<file path="src/rtl/inst_fetch_pkg.sv">
// inst_fetch_pkg
// Shared types and constants for the instruction-fetch front end.
//   ADDR_W_DEF / DATA_W_DEF : default address and instruction widths
//   PC_STEP                 : byte distance between sequential fetches
//   fetch_state_t           : fetch controller states
//   fetch_entry_t           : {pc, inst} pair at default widths, for decode-side users
package inst_fetch_pkg;

    localparam int ADDR_W_DEF = 32;
    localparam int DATA_W_DEF = 32;
    localparam int PC_STEP    = 4;

    typedef enum logic [1:0] {
        IDLE  = 2'd0,
        FETCH = 2'd1,
        DRAIN = 2'd2
    } fetch_state_t;

    typedef struct packed {
        logic [ADDR_W_DEF-1:0] pc;
        logic [DATA_W_DEF-1:0] inst;
    } fetch_entry_t;

endpackage

</file>
<file path="src/rtl/fetch_fifo.sv">
// fetch_fifo
// Synchronous FIFO with registered storage; used both as the in-flight PC
// queue and as the fetched-instruction buffer.
//   clk, rst   : clock, async active-low reset
//   push, din  : write request and data (ignored when full unless popping)
//   pop, dout  : read request (ignored when empty) and head data
//   flush      : empties the FIFO, overrides push/pop
//   full, empty, count : occupancy status
module fetch_fifo
    import inst_fetch_pkg::*;
#(
    parameter int WIDTH = 64,
    parameter int DEPTH = 4
)(
    input  logic                     clk,
    input  logic                     rst,
    input  logic                     push,
    input  logic                     pop,
    input  logic                     flush,
    input  logic [WIDTH-1:0]         din,
    output logic [WIDTH-1:0]         dout,
    output logic                     full,
    output logic                     empty,
    output logic [$clog2(DEPTH):0]   count
);

    localparam int PW = $clog2(DEPTH);

    logic [WIDTH-1:0] r_mem [DEPTH];
    logic [PW-1:0]    r_wr_ptr;
    logic [PW-1:0]    r_rd_ptr;
    logic [PW:0]      r_count;
    logic             w_pop;
    logic             w_push;

    assign full  = (r_count == (PW+1)'(DEPTH));
    assign empty = (r_count == '0);
    assign count = r_count;
    assign dout  = r_mem[r_rd_ptr];

    // A push at full is accepted only when the head leaves in the same cycle.
    assign w_pop  = pop && !empty;
    assign w_push = push && (!full || w_pop);

    always_ff @(posedge clk or negedge rst) begin
        if (!rst) begin
            r_wr_ptr <= '0;
            r_rd_ptr <= '0;
            r_count  <= '0;
        end else if (flush) begin
            r_wr_ptr <= '0;
            r_rd_ptr <= '0;
            r_count  <= '0;
        end else begin
            if (w_push) r_wr_ptr <= r_wr_ptr + PW'(1);
            if (w_pop)  r_rd_ptr <= r_rd_ptr + PW'(1);
            r_count <= r_count + (PW+1)'(w_push) - (PW+1)'(w_pop);
        end
    end

    always_ff @(posedge clk) begin
        if (w_push && !flush) r_mem[r_wr_ptr] <= din;
    end

endmodule

</file>
<file path="src/rtl/inst_fetch.sv">
// inst_fetch
// Fetch front end: drives the PC register's next value, issues in-order
// instruction-memory requests, buffers responses with their PCs and hands
// {pc, inst} to decode. Redirects flush the buffer and drop stale responses.
//   clk, rst                          : clock, async active-low reset
//   pc_addr / next_pc                 : PC register interface
//   imem_req_valid/ready/addr         : memory request handshake
//   imem_resp_valid/data              : in-order, non-stallable responses
//   redirect_valid/redirect_pc        : branch/exception redirect
//   if_valid/ready/pc/inst            : decode handshake
//
// state | meaning
// IDLE  | just out of reset, no requests issued
// FETCH | issuing requests while credits allow, responses go to the buffer
// DRAIN | after a redirect, discarding responses to stale requests
module inst_fetch
    import inst_fetch_pkg::*;
#(
    parameter int ADDR_W     = ADDR_W_DEF,
    parameter int DATA_W     = DATA_W_DEF,
    parameter int MAX_OUTST  = 2,
    parameter int FIFO_DEPTH = 4
)(
    input  logic              clk,
    input  logic              rst,
    input  logic [ADDR_W-1:0] pc_addr,
    output logic [ADDR_W-1:0] next_pc,
    output logic              imem_req_valid,
    input  logic              imem_req_ready,
    output logic [ADDR_W-1:0] imem_req_addr,
    input  logic              imem_resp_valid,
    input  logic [DATA_W-1:0] imem_resp_data,
    input  logic              redirect_valid,
    input  logic [ADDR_W-1:0] redirect_pc,
    output logic              if_valid,
    input  logic              if_ready,
    output logic [ADDR_W-1:0] if_pc,
    output logic [DATA_W-1:0] if_inst
);

    localparam int OW    = $clog2(MAX_OUTST) + 1;
    localparam int CW    = $clog2(FIFO_DEPTH) + 1;
    localparam int SUM_W = CW + 1;

    typedef struct packed {
        logic [ADDR_W-1:0] pc;
        logic [DATA_W-1:0] inst;
    } entry_t;

    fetch_state_t      r_state;
    fetch_state_t      w_next_state;
    logic [OW-1:0]     r_drop_cnt;
    logic              r_resp_err;

    logic [OW-1:0]     w_outst;
    logic [OW-1:0]     w_outst_after;
    logic [CW-1:0]     w_buf_count;
    logic [SUM_W-1:0]  w_credit_used;
    logic              w_credit_ok;
    logic              w_pcq_full;
    logic              w_pcq_empty;
    logic [ADDR_W-1:0] w_pcq_head;
    logic              w_buf_full;
    logic              w_buf_empty;
    entry_t            w_buf_din;
    entry_t            w_buf_dout;
    logic              w_req_fire;
    logic              w_resp_ok;
    logic              w_deq_fire;
    logic              w_buf_push;
    logic              w_buf_pop;

    // The PC queue occupancy is exactly the outstanding-request count.
    fetch_fifo #(.WIDTH(ADDR_W), .DEPTH(MAX_OUTST)) u_pc_queue (
        .clk   (clk),
        .rst   (rst),
        .push  (w_req_fire),
        .pop   (w_resp_ok),
        .flush (1'b0),
        .din   (pc_addr),
        .dout  (w_pcq_head),
        .full  (w_pcq_full),
        .empty (w_pcq_empty),
        .count (w_outst)
    );

    fetch_fifo #(.WIDTH($bits(entry_t)), .DEPTH(FIFO_DEPTH)) u_resp_buf (
        .clk   (clk),
        .rst   (rst),
        .push  (w_buf_push),
        .pop   (w_buf_pop),
        .flush (redirect_valid),
        .din   (w_buf_din),
        .dout  (w_buf_dout),
        .full  (w_buf_full),
        .empty (w_buf_empty),
        .count (w_buf_count)
    );

    // Every request in flight must already own a buffer slot.
    assign w_credit_used = SUM_W'(w_outst) + SUM_W'(w_buf_count);
    assign w_credit_ok   = (w_credit_used < SUM_W'(FIFO_DEPTH))
                        && (w_outst < OW'(MAX_OUTST))
                        && !w_pcq_full && !w_buf_full;

    assign imem_req_valid = (r_state == FETCH) && w_credit_ok && !redirect_valid;
    assign imem_req_addr  = pc_addr;
    assign w_req_fire     = imem_req_valid && imem_req_ready;

    // A response with nothing outstanding is ignored.
    assign w_resp_ok     = imem_resp_valid && !w_pcq_empty;
    assign w_outst_after = w_outst + OW'(w_req_fire) - OW'(w_resp_ok);

    assign w_buf_din.pc   = w_pcq_head;
    assign w_buf_din.inst = imem_resp_data;
    assign w_buf_push     = w_resp_ok && (r_state == FETCH) && !redirect_valid;

    assign if_valid   = !w_buf_empty;
    assign if_pc      = w_buf_dout.pc;
    assign if_inst    = w_buf_dout.inst;
    assign w_deq_fire = if_valid && if_ready;
    assign w_buf_pop  = w_deq_fire && !redirect_valid;

    always_comb begin
        next_pc = pc_addr;
        if (rst) begin
            if (redirect_valid)  next_pc = redirect_pc;
            else if (w_req_fire) next_pc = pc_addr + ADDR_W'(PC_STEP);
        end
    end

    always_comb begin
        w_next_state = r_state;
        case (r_state)
            IDLE: w_next_state = FETCH;
            FETCH: begin
                if (redirect_valid)
                    w_next_state = (w_outst_after != '0) ? DRAIN : FETCH;
            end
            DRAIN: begin
                if (redirect_valid)
                    w_next_state = (w_outst_after != '0) ? DRAIN : FETCH;
                else if (r_drop_cnt == '0)
                    w_next_state = FETCH;
                else if (w_resp_ok && (r_drop_cnt == OW'(1)))
                    w_next_state = FETCH;
            end
            default: w_next_state = IDLE;
        endcase
    end

    always_ff @(posedge clk or negedge rst) begin
        if (!rst) begin
            r_state    <= IDLE;
            r_drop_cnt <= '0;
            r_resp_err <= 1'b0;
        end else begin
            r_state <= w_next_state;
            if (redirect_valid)
                r_drop_cnt <= w_outst_after;
            else if ((r_state == DRAIN) && w_resp_ok && (r_drop_cnt != '0))
                r_drop_cnt <= r_drop_cnt - OW'(1);
            if (imem_resp_valid && w_pcq_empty)
                r_resp_err <= 1'b1;
        end
    end

    a_no_orphan_resp: assert property (@(posedge clk) disable iff (!rst) !r_resp_err);

endmodule

</file>
<file path="config.mk">
export PLATFORM = sky130hd
export DESIGN_NAME = inst_fetch
export DESIGN_NICKNAME = d
export VERILOG_FILES = /design/src/rtl/inst_fetch_pkg.sv /design/src/rtl/fetch_fifo.sv /design/src/rtl/inst_fetch.sv
export SDC_FILE = /design/constraint.sdc
export NUM_CORES = 1
export LEC_CHECK = 0
export BUFFER_PORTS_ARGS = -buffer_cell sky130_fd_sc_hd__buf_4
export CAP_MARGIN = 20
export CORE_MARGIN = 3
export CORE_UTILIZATION = 25
export DETAILED_ROUTE_END_ITERATION = 8
export SYNTH_ARGS = -nofsm -noshare
export SYNTH_HDL_FRONTEND = slang
export SYNTH_HIERARCHICAL = 1
export SYNTH_SLANG_ARGS = --single-unit
</file>
<file path="constraint.sdc">
create_clock -name clk -period 4.7 [get_ports clk]
set_clock_uncertainty 0.2 [all_clocks]
set_input_delay 0.47 -clock clk [delete_from_list [all_inputs] [get_ports clk]]
set_output_delay 0.47 -clock clk [all_outputs]
set_load 0.01 [all_outputs]
</file>
==> impl_metrics.ini, run 1 <==
[grt]
antenna_found_initial = 0
grt_util_all_layers = 0.125
grt_max_degree = 49
grt_pass1_vias = 8669
grt-ovfl-total = 0
grt_pass1_wl_mm = 55.7

[finish]
drive_above_1_share = 0.386
areaGrowthSynthToFinish_pct = 29.9
fin_nets = 1205
utilization = 0.333

[detailed_routing]
avgViaCountPerCell = 4.43
avgRoutedWirePerCell_um = 20.6
detail_route.wirelength_mm = 38.4
vias = 8273
dr.pass1.iters = 6
drc = 0
drt_iter0_markers = 484
ant_nets = 0

[timing]
whs_ns = 0.0442
period_share = 0.898
tightest_slew_ns = 1.04
rsz0062_at_grt = false
min_period_ns = 4.22
setup_ws_ns = 0.477
timing.fmax_ghz = 0.237
finalMaxSlewViolations = 0
fin_setup_tns_ns = 0
slew_headroom = 0.308
hold_violations = 0
finalSetupViolCount = 0

[floorplan]
die-area_mm2 = 0.0600
initial_utilization = 0.256
coreArea_mm2 = 0.0557
die_y_um = 245
num_rows = 86
ioPinCount = 232
fp.dieW_um = 245

[setup_path]
worstPathMaxFanout = 10
r2r-end = r_state[1]
reg2reg_from = u_pc_queue/count[0]
critPathKind = reg -> out
startpoint_type = flop
r2r_slack_ns = 0.96
critPathCaptureType = primary output
cp_data_required_time_ns = 4.03
rr_worst_depth = 15
critPathArrivalTime_ns = 3.55

[cts]
cts-htree-levels = 2
clk_pin_slew_worst_paths_ns = 0.06
clock_latency_ns = 0.54
cts_tree = yes
cts_setup_buffers = 0
post_cts_resized = 0
cts_buffers = 38
clockBufferDepth = 3
cts.root.buffer_cell = clkbuf_16
clkSinkCount = 335

[power_and_ir_drop]
leakage_uw = 0.00637
p_per_area_mw_per_mm2 = 360
p_total_uw = 6670
vdd_drop_max_mv = 0.188

[worst_hold_path]
hold_end = u_pc_queue/r_mem[1][14]
holdCritPathClass = in -> reg
whs_path_depth = 1
worstHoldStart = pc_addr[14]

[yosys]
ys_ff_latch = 335
synthCells = 803
syn_area_mm2 = 0.0143
yosysWarnings = 6
synth_cell_type_count = 58
ys_seq_area_frac = 0.700
synth_enable_flop_cells = 320
syn_avg_cell_area_um2 = 17.8
async_reset_ff_frac = 0.0448
ys.flop_type = edfxtp_1

[placed_design]
place.gp.congestion = 0.771
dp_slack_ns = 0.846
port_buffers = 231
dpl.hpwl_mm = 24.8

[status]
outcome = finished clean

[flow_run]
drv_cap = 0
flip-flops by register name (all words and copies together), names as in the netlist, 2 cells and up:
signal	flops
r_drop_cnt	2
r_state	2
u_pc_queue/count	2
u_pc_queue/r_mem	64
u_resp_buf/count	3
u_resp_buf/r_mem	256
u_resp_buf/r_rd_ptr	2
u_resp_buf/r_wr_ptr	2
report_power, final:
group | leakage (µW) | switching (µW) | internal [µW] | total (µW)
Clock | 0.000574 | 1160 | 1630 | 2790
Combinational | 0.00272 | 286 | 244 | 530
Sequential | 0.00308 | 24.5 | 3330 | 3350
layout make-up:
class / count / area (µm²)
repair buffers: 309 / 2530
fillers: 5437 / 37200
multi-input cells: 386 / 3820
diodes: 2 / 5.00
clock buffers: 44 / 995
inverters: 20 / 75.1
clock inverters: 24 / 175
flip-flops and latches: 335 / 9990
well taps: 748 / 936
routing by layer:
layer,vias up,share of wire,track usage,routed length [µm]
met5,-,0,0,0
met4,0,0.024,0.0344,921
met3,57,0.060,0.0305,2300
met2,251,0.47,0.205,18100
met1,4203,0.44,0.167,17100
li1,3762,-,-,-
synthesized netlist by cell type (all sizes together) (4+ instances only):
library cell  instances  share of area
ha                   12          0.011
nand4                 6         0.0026
nor4                 14         0.0088
mux2i                12         0.0084
buf                  53          0.027
mux4                 64           0.10
xor2                  5         0.0031
a21oi                11         0.0039
o22ai                19         0.0083
nor3                 12         0.0050
and3                  7         0.0031
or4                   4         0.0021
nor3b                 4         0.0021
xnor2                 4         0.0025
edfxtp              320           0.67
nand2b                6         0.0026
nor2                 40          0.011
a211oi                4         0.0021
nor2b                12         0.0054
nand3                14         0.0049
nand2                26         0.0068
o31ai                 4         0.0025
and4                  4         0.0025
dfrtp                15          0.026
mux2                 47          0.037
clkbuf               16         0.0042
and2                  7         0.0031
o21ai                 7         0.0025
inv                  20         0.0053
a221o                 9         0.0063
worst max path at each step:
| stage | startpoint | end | slack [ns] | cells after the start |
|---|---|---|---|---|
| global route | u_resp_buf/count[1] | next_pc[28] | 0.35 | 7 |
| floorplan | u_resp_buf/count[1] | u_pc_queue/r_mem[1][0] | 0.89 | 7 |
| detailed placement | redirect_valid | next_pc[22] | 0.85 | 7 |
| finish | u_resp_buf/count[1] | next_pc[22] | 0.48 | 7 |
| CTS | u_resp_buf/count[1] | next_pc[22] | 0.43 | 7 |
| global placement | redirect_valid | next_pc[22] | 0.89 | 7 |
through the flow:
| step | instances | instance area (µm²) |
|---|---|---|
| 6_report | 1868 | 18500 |
| 5_1_grt | 1866 | 18500 |
| 4_1_cts | 1866 | 18500 |
| 3_5_place_dp | 1738 | 16800 |
| 3_3_place_gp | 1738 | 16800 |
| 2_1_floorplan | 810 | 14300 |
kinds of logic after synthesis:
logic type                 after synthesis  synth area share
DFF                                    335             0.700
and+or+nand+nor                        165            0.0658
muxes                                  123             0.147
buffers and inverters                   89            0.0362
AOI/OAI and AO/OA                       68            0.0335
adders and majority gates               13            0.0119
xor gates and xnor gates                 9           0.00553
other                                    1          0.000263
repair_timing:
action,in CTS,in global routing
setup endpoints to repair,0,0
hold buffers,60,0
hold endpoints to repair,197,0
cells in the final DEF (no fill, tap or decap), drive strengths merged, types with 15 or more instances in the layout:
cell	count
inv	22
clkinv	18
nand2	26
mux2	47
buf	249
o22ai	19
mux4	64
dlygate4sd3	60
dfrtp	15
nor2	40
clkbuf	44
edfxtp	320
critical path, cell delays in order, from the launching register on:
cell	delay, ns
dfrtp_1	0.57
ha_1	0.32
and3_1	0.16
or4_1	0.77
nor3_4	0.39
a211oi_1	0.13
a311oi_1	0.45
buf_4	0.22
(Power assumes the default switching activity.)
==> run 2, diff against run 1 <==
--- a/config.mk
+++ b/config.mk
@@ -6,10 +6,10 @@
 export NUM_CORES = 1
 export LEC_CHECK = 0
 export BUFFER_PORTS_ARGS = -buffer_cell sky130_fd_sc_hd__buf_4
-export CAP_MARGIN = 20
 export CORE_MARGIN = 3
 export CORE_UTILIZATION = 25
 export DETAILED_ROUTE_END_ITERATION = 8
+export RECOVER_POWER = 50
 export SYNTH_ARGS = -nofsm -noshare
 export SYNTH_HDL_FRONTEND = slang
 export SYNTH_HIERARCHICAL = 1
==> impl_metrics.ini, run 2 (synthesis gave the netlist of run 1 again) <==
[detailed_routing]
detail_route.wirelength_mm = 38.3
dr.pass1.iters = 5
vias = 8266
avgRoutedWirePerCell_um = 20.5
drc = 0
drt_iter0_markers = 522
ant_nets = 0
avgViaCountPerCell = 4.43

[finish]
stdcell_count = 1868
regMostFlops = u_resp_buf/r_mem
drive_above_1_share = 0.267
final_cell_mix = edfxtp_1 (320), buf_4 (149), clkbuf_1 (100), mux4_2 (64), dlygate4sd3_1 (60)
fin_nets = 1205
largest_reg_flops = 256
nFillCells = 5545
areaGrowthSynthToFinish_pct = 27.2
layout_commonest_cell = edfxtp_1

[setup_path]
r2r-end = u_resp_buf/r_mem[2][29]
worstPathMaxFanout = 11
critPathArrivalTime_ns = 3.55
critPathCaptureType = primary output
startpoint_type = input port
reg2reg_from = r_state[1]
cp_data_required_time_ns = 4.03
r2r_slack_ns = 0.71
rr_worst_depth = 5
critPathKind = in -> out

[placed_design]
place_inst = 1738
place.gp.congestion = 0.771
port_buffers = 231
dpl.hpwl_mm = 24.8
dp_slack_ns = 0.846

[timing]
finalMaxSlewViolations = 94
rsz0062_at_grt = false
fin_setup_tns_ns = 0
finalSetupViolCount = 0
min_period_ns = 4.22
slew_headroom = -0.315
hold_violations = 0
period_share = 0.899
tightest_slew_ns = 1.97
setup_ws_ns = 0.476
timing.fmax_ghz = 0.237
whs_ns = 0.179

[floorplan]
num_rows = 86
initial_utilization = 0.256
ioPinCount = 232
die_y_um = 245
coreArea_mm2 = 0.0557
die-area_mm2 = 0.0600
fp.dieW_um = 245

[grt]
grt_pass1_wl_mm = 55.7
antenna_found_initial = 0
grt-ovfl-total = 0
grt_util_all_layers = 0.125
grt_max_degree = 49
grt_pass1_vias = 8669

[cts]
cts_buffers = 38
hold_buffers = 60
cts-htree-levels = 2
cts_tree = yes
clkSinkCount = 335
clockBufferDepth = 3
post_cts_resized = 0
clock_latency_ns = 0.54
cts_setup_buffers = 0
clk_pin_slew_worst_paths_ns = 0.06
cts.root.buffer_cell = clkbuf_16

[worst_hold_path]
hold_end = u_resp_buf/r_rd_ptr[1]
worstHoldStart = redirect_valid
whs_path_depth = 2
holdCritPathClass = in -> reg

[power_and_ir_drop]
p_total_uw = 6630
vdd_drop_max_mv = 0.188
leakage_uw = 0.00604
p_per_area_mw_per_mm2 = 365

[flow_run]
drv_cap = 4

[status]
outcome = complete, but fails checks
violations = capacitance limit, slew limit
-- run 2: cell types whose count changed in the layout (fill, tap and decap cells not counted) --
cell and delta:
and2_0 +3, and2_4 -3, buf_4 -95, clkbuf_1 +95, dfrtp_1 +1, dfrtp_2 -1
mux2_1 +33, mux2_2 -32, mux2_4 -1, nor4b_1 +1, nor4b_4 -1, o31ai_1 +1
o31ai_2 -1
-- run 2: through the flow --
stage / instance area (µm²) / utilization
3_5_place_dp: 16800 / 0.301
5_1_grt: 18100 / 0.325
3_3_place_gp: 16800 / 0.301
6_report: 18100 / 0.326
4_1_cts: 18500 / 0.332
2_1_floorplan: 14300 / -
-- run 2: final cells by class --
class,count,area [µm²],area share
multi-input cells,386,3790,0.209
well taps,748,936,0.0516
clock inverters,24,175,0.00965
clock buffers,44,995,0.0548
flip-flops and latches,335,9990,0.551
inverters,20,75.1,0.00414
repair buffers,309,2180,0.120
diodes,2,5.00,0.000276
-- run 2: per-layer routing --
metal | wire length (µm) | vias to the layer above | share of wire | track usage
met3 | 2180 | 53 | 0.057 | 0.0305
met4 | 853 | 0 | 0.022 | 0.0344
li1 | - | 3759 | - | -
met1 | 17200 | 4192 | 0.45 | 0.167
met2 | 18100 | 262 | 0.47 | 0.205
met5 | 0 | - | 0 | 0
-- run 2: worst max path at each step --
stage / from / to / slack, ns / cells past startpoint
2_1_floorplan: u_resp_buf/count[1] / u_pc_queue/r_mem[1][0] / 0.89 / 7
3_3_place_gp: redirect_valid / next_pc[22] / 0.89 / 7
3_5_place_dp: redirect_valid / next_pc[22] / 0.85 / 7
4_1_cts: u_resp_buf/count[1] / next_pc[22] / 0.43 / 7
5_1_grt: u_resp_buf/count[1] / u_resp_buf/r_mem[2][52] / 0.19 / 7
6_report: pc_addr[12] / next_pc[22] / 0.48 / 8
-- run 2: worst max-delay path, stage by stage --
cell and delay [ns]:
dlygate4sd3_1 0.52, clkbuf_1 0.44, and4_1 0.32, nand3_1 0.45, nor3_4 0.53, a211oi_1 0.13
a311oi_1 0.45, buf_4 0.22
-- run 2: power by group --
part | switching [µW] | internal (µW)
combinational | 284 | 204
sequential | 23.9 | 3330
clock | 1160 | 1630
==> run 3, diff against run 2 <==
--- a/config.mk
+++ b/config.mk
@@ -8,7 +8,9 @@
 export BUFFER_PORTS_ARGS = -buffer_cell sky130_fd_sc_hd__buf_4
 export CORE_MARGIN = 3
 export CORE_UTILIZATION = 25
+export CTS_CLUSTER_SIZE = 25
 export DETAILED_ROUTE_END_ITERATION = 8
+export GPL_TIMING_DRIVEN = 0
 export RECOVER_POWER = 50
 export SYNTH_ARGS = -nofsm -noshare
 export SYNTH_HDL_FRONTEND = slang
==> constraint.sdc (replaced) <==
create_clock -name clk -period 4.7 [get_ports clk]
set_clock_uncertainty 0.2 [all_clocks]
set_input_delay 0.47 -clock clk [delete_from_list [all_inputs] [get_ports clk]]
set_output_delay 0.47 -clock clk [all_outputs]
set_load 0.02 [all_outputs]
==> impl_metrics.ini, run 3 (synthesis gave the netlist of run 1 again) <==
[setup_path]
startpoint_type = input port
worstPathMaxFanout = 10
rr_worst_depth = 10
critPathCaptureType = primary output
critPathArrivalTime_ns = 3.76
cp_data_required_time_ns = 4.03
r2r-end = u_pc_queue/r_mem[0][5]
critPathKind = in -> out
r2r_slack_ns = 0.74
reg2reg_from = u_pc_queue/count[0]

[timing]
timing.fmax_ghz = 0.226
setup_ws_ns = 0.272
finalMaxSlewViolations = 28
min_period_ns = 4.43
finalSetupViolCount = 0
rsz0062_at_grt = false
slew_headroom = -0.0726
hold_violations = 0
tightest_slew_ns = 1.61
period_share = 0.942

[finish]
multi_input_area_mm2 = 0.00379
regArea_mm2 = 0.00998
utilization = 0.338
antenna-diode-count = 0
fin_area_mm2 = 0.0188
areaGrowthSynthToFinish_pct = 31.9
fin_nets = 1268
layout_commonest_cell = edfxtp_1
largest_reg_flops = 256
final_cell_mix = edfxtp_1 (320), buf_4 (166), clkbuf_1 (100), dlygate4sd3_1 (65), mux4_2 (64)
nFillCells = 5508
drive_above_1_share = 0.303
regMostFlops = u_resp_buf/r_mem
stdcell_count = 1930

[detailed_routing]
ant_nets = 0
avgRoutedWirePerCell_um = 20.3
dr.pass1.iters = 5
avgViaCountPerCell = 4.52
drt_iter0_markers = 486
drc = 0
vias = 8721
detail_route.wirelength_mm = 39.2

[power_and_ir_drop]
leakage_uw = 0.00642
vdd_drop_max_mv = 0.209
swShare = 0.219
p_total_uw = 6930
combPwrFrac = 0.083
p_clk_frac = 0.434
sequentialPowerShare = 0.483
p_int_uw = 5410
p_per_area_mw_per_mm2 = 368
p_switching_uw = 1520

[placed_design]
place_inst = 1797
dpl.hpwl_mm = 26.9
dpl_cell_area_mm2 = 0.0172
port_buffers = 231
dp_slack_ns = 0.751
place.gp.congestion = 0.816

[grt]
grt_max_degree = 52
grt_pass1_wl_mm = 57.8
grt_util_all_layers = 0.130
grt-ovfl-total = 0
grt_pass1_vias = 9018
antenna_found_initial = 0

[status]
outcome = complete, but fails checks
violations = capacitance limit, slew limit

[cts]
clockBufferDepth = 3
cts_setup_buffers = 0
cts.root.buffer_cell = clkbuf_16
cts_tree = yes
clock_latency_ns = 0.56
cts-htree-levels = 2
clkSinkCount = 335
cts_buffers = 37
clk_pin_slew_worst_paths_ns = 0.07

[floorplan]
die-area_mm2 = 0.0600
initial_utilization = 0.256
coreArea_mm2 = 0.0557
num_rows = 86
die_y_um = 245
fp.dieW_um = 245
ioPinCount = 232

[flow_run]
drv_cap = 3

[worst_hold_path]
holdCritPathClass = in -> async
-- run 3: cell types whose count changed in the layout (fill, tap and decap cells not counted), moves of 5 or more --
cell / before / now
buf_12: 5 / 0
buf_2: 0 / 7
buf_16: 0 / 7
buf_4: 149 / 166
clkinv_1: 9 / 4
clkbuf_4: 0 / 30
dlygate4sd3_1: 60 / 65
-- run 3: power by group through the flow --
stage                     combinational [µW]  clock [µW]  sequential [µW]
final                                    575        3010             3350
after global routing                     629        3220             3350
after CTS                                614        3110             3350
after detailed placement                 569           0             3410
after global placement                   538           0             3410
after floorplan                          274           0             3410
-- run 3: routing by layer --
metal  track usage  routed length, µm  share of wire  vias to the layer above
met4        0.0465               1060          0.027                        0
met1         0.168              16600           0.42                     4430
met2         0.221              19300           0.49                      339
met3        0.0227               2270          0.058                       62
li1              -                  -              -                     3890
met5             0                  0              0                        -
-- run 3: worst max-delay path by stage --
stage | slack, ns | endpoint | cells past startpoint | start
2_1_floorplan | 0.81 | u_pc_queue/r_mem[1][0] | 7 | u_resp_buf/count[1]
3_3_place_gp | -0.89 | u_pc_queue/r_mem[1][30] | 8 | u_pc_queue/count[0]
3_5_place_dp | 0.75 | u_pc_queue/r_mem[0][31] | 10 | u_pc_queue/count[0]
4_1_cts | 0.38 | next_pc[22] | 9 | u_pc_queue/count[0]
5_1_grt | 0.18 | next_pc[26] | 10 | pc_addr[3]
6_report | 0.27 | next_pc[22] | 10 | pc_addr[3]
-- run 3: final cells by class --
cell class	count	area share
flip-flops and latches	335	0.531
well taps	748	0.0498
repair buffers	304	0.124
clock buffers	49	0.0532
plain buffers	69	0.0226
multi-input cells	386	0.202
inverters	20	0.00399
clock inverters	19	0.0141
-- run 3: metrics by stage --
stage                     hold slack (ns)  setup TNS [ns]
final                               0.157               0
after global routing                0.138               0
after CTS                          0.0998               0
after detailed placement            0.177               0
after global placement              0.175         -217.75
after floorplan                   -0.0256               0
-- run 3: timing repair --
item | in CTS | in global routing
resized for setup | 0 | 0
hold buffers | 65 | 0
hold endpoints to repair | 207 | 0
-- run 3: critical path: stages --
cell	delay [ns]
dlygate4sd3_1	0.53
clkbuf_1	0.40
ha_1	0.31
nand2_1	0.14
or4_1	0.49
buf_4	0.21
nor3_4	0.28
a211oi_1	0.13
a311oi_1	0.52
buf_4	0.27
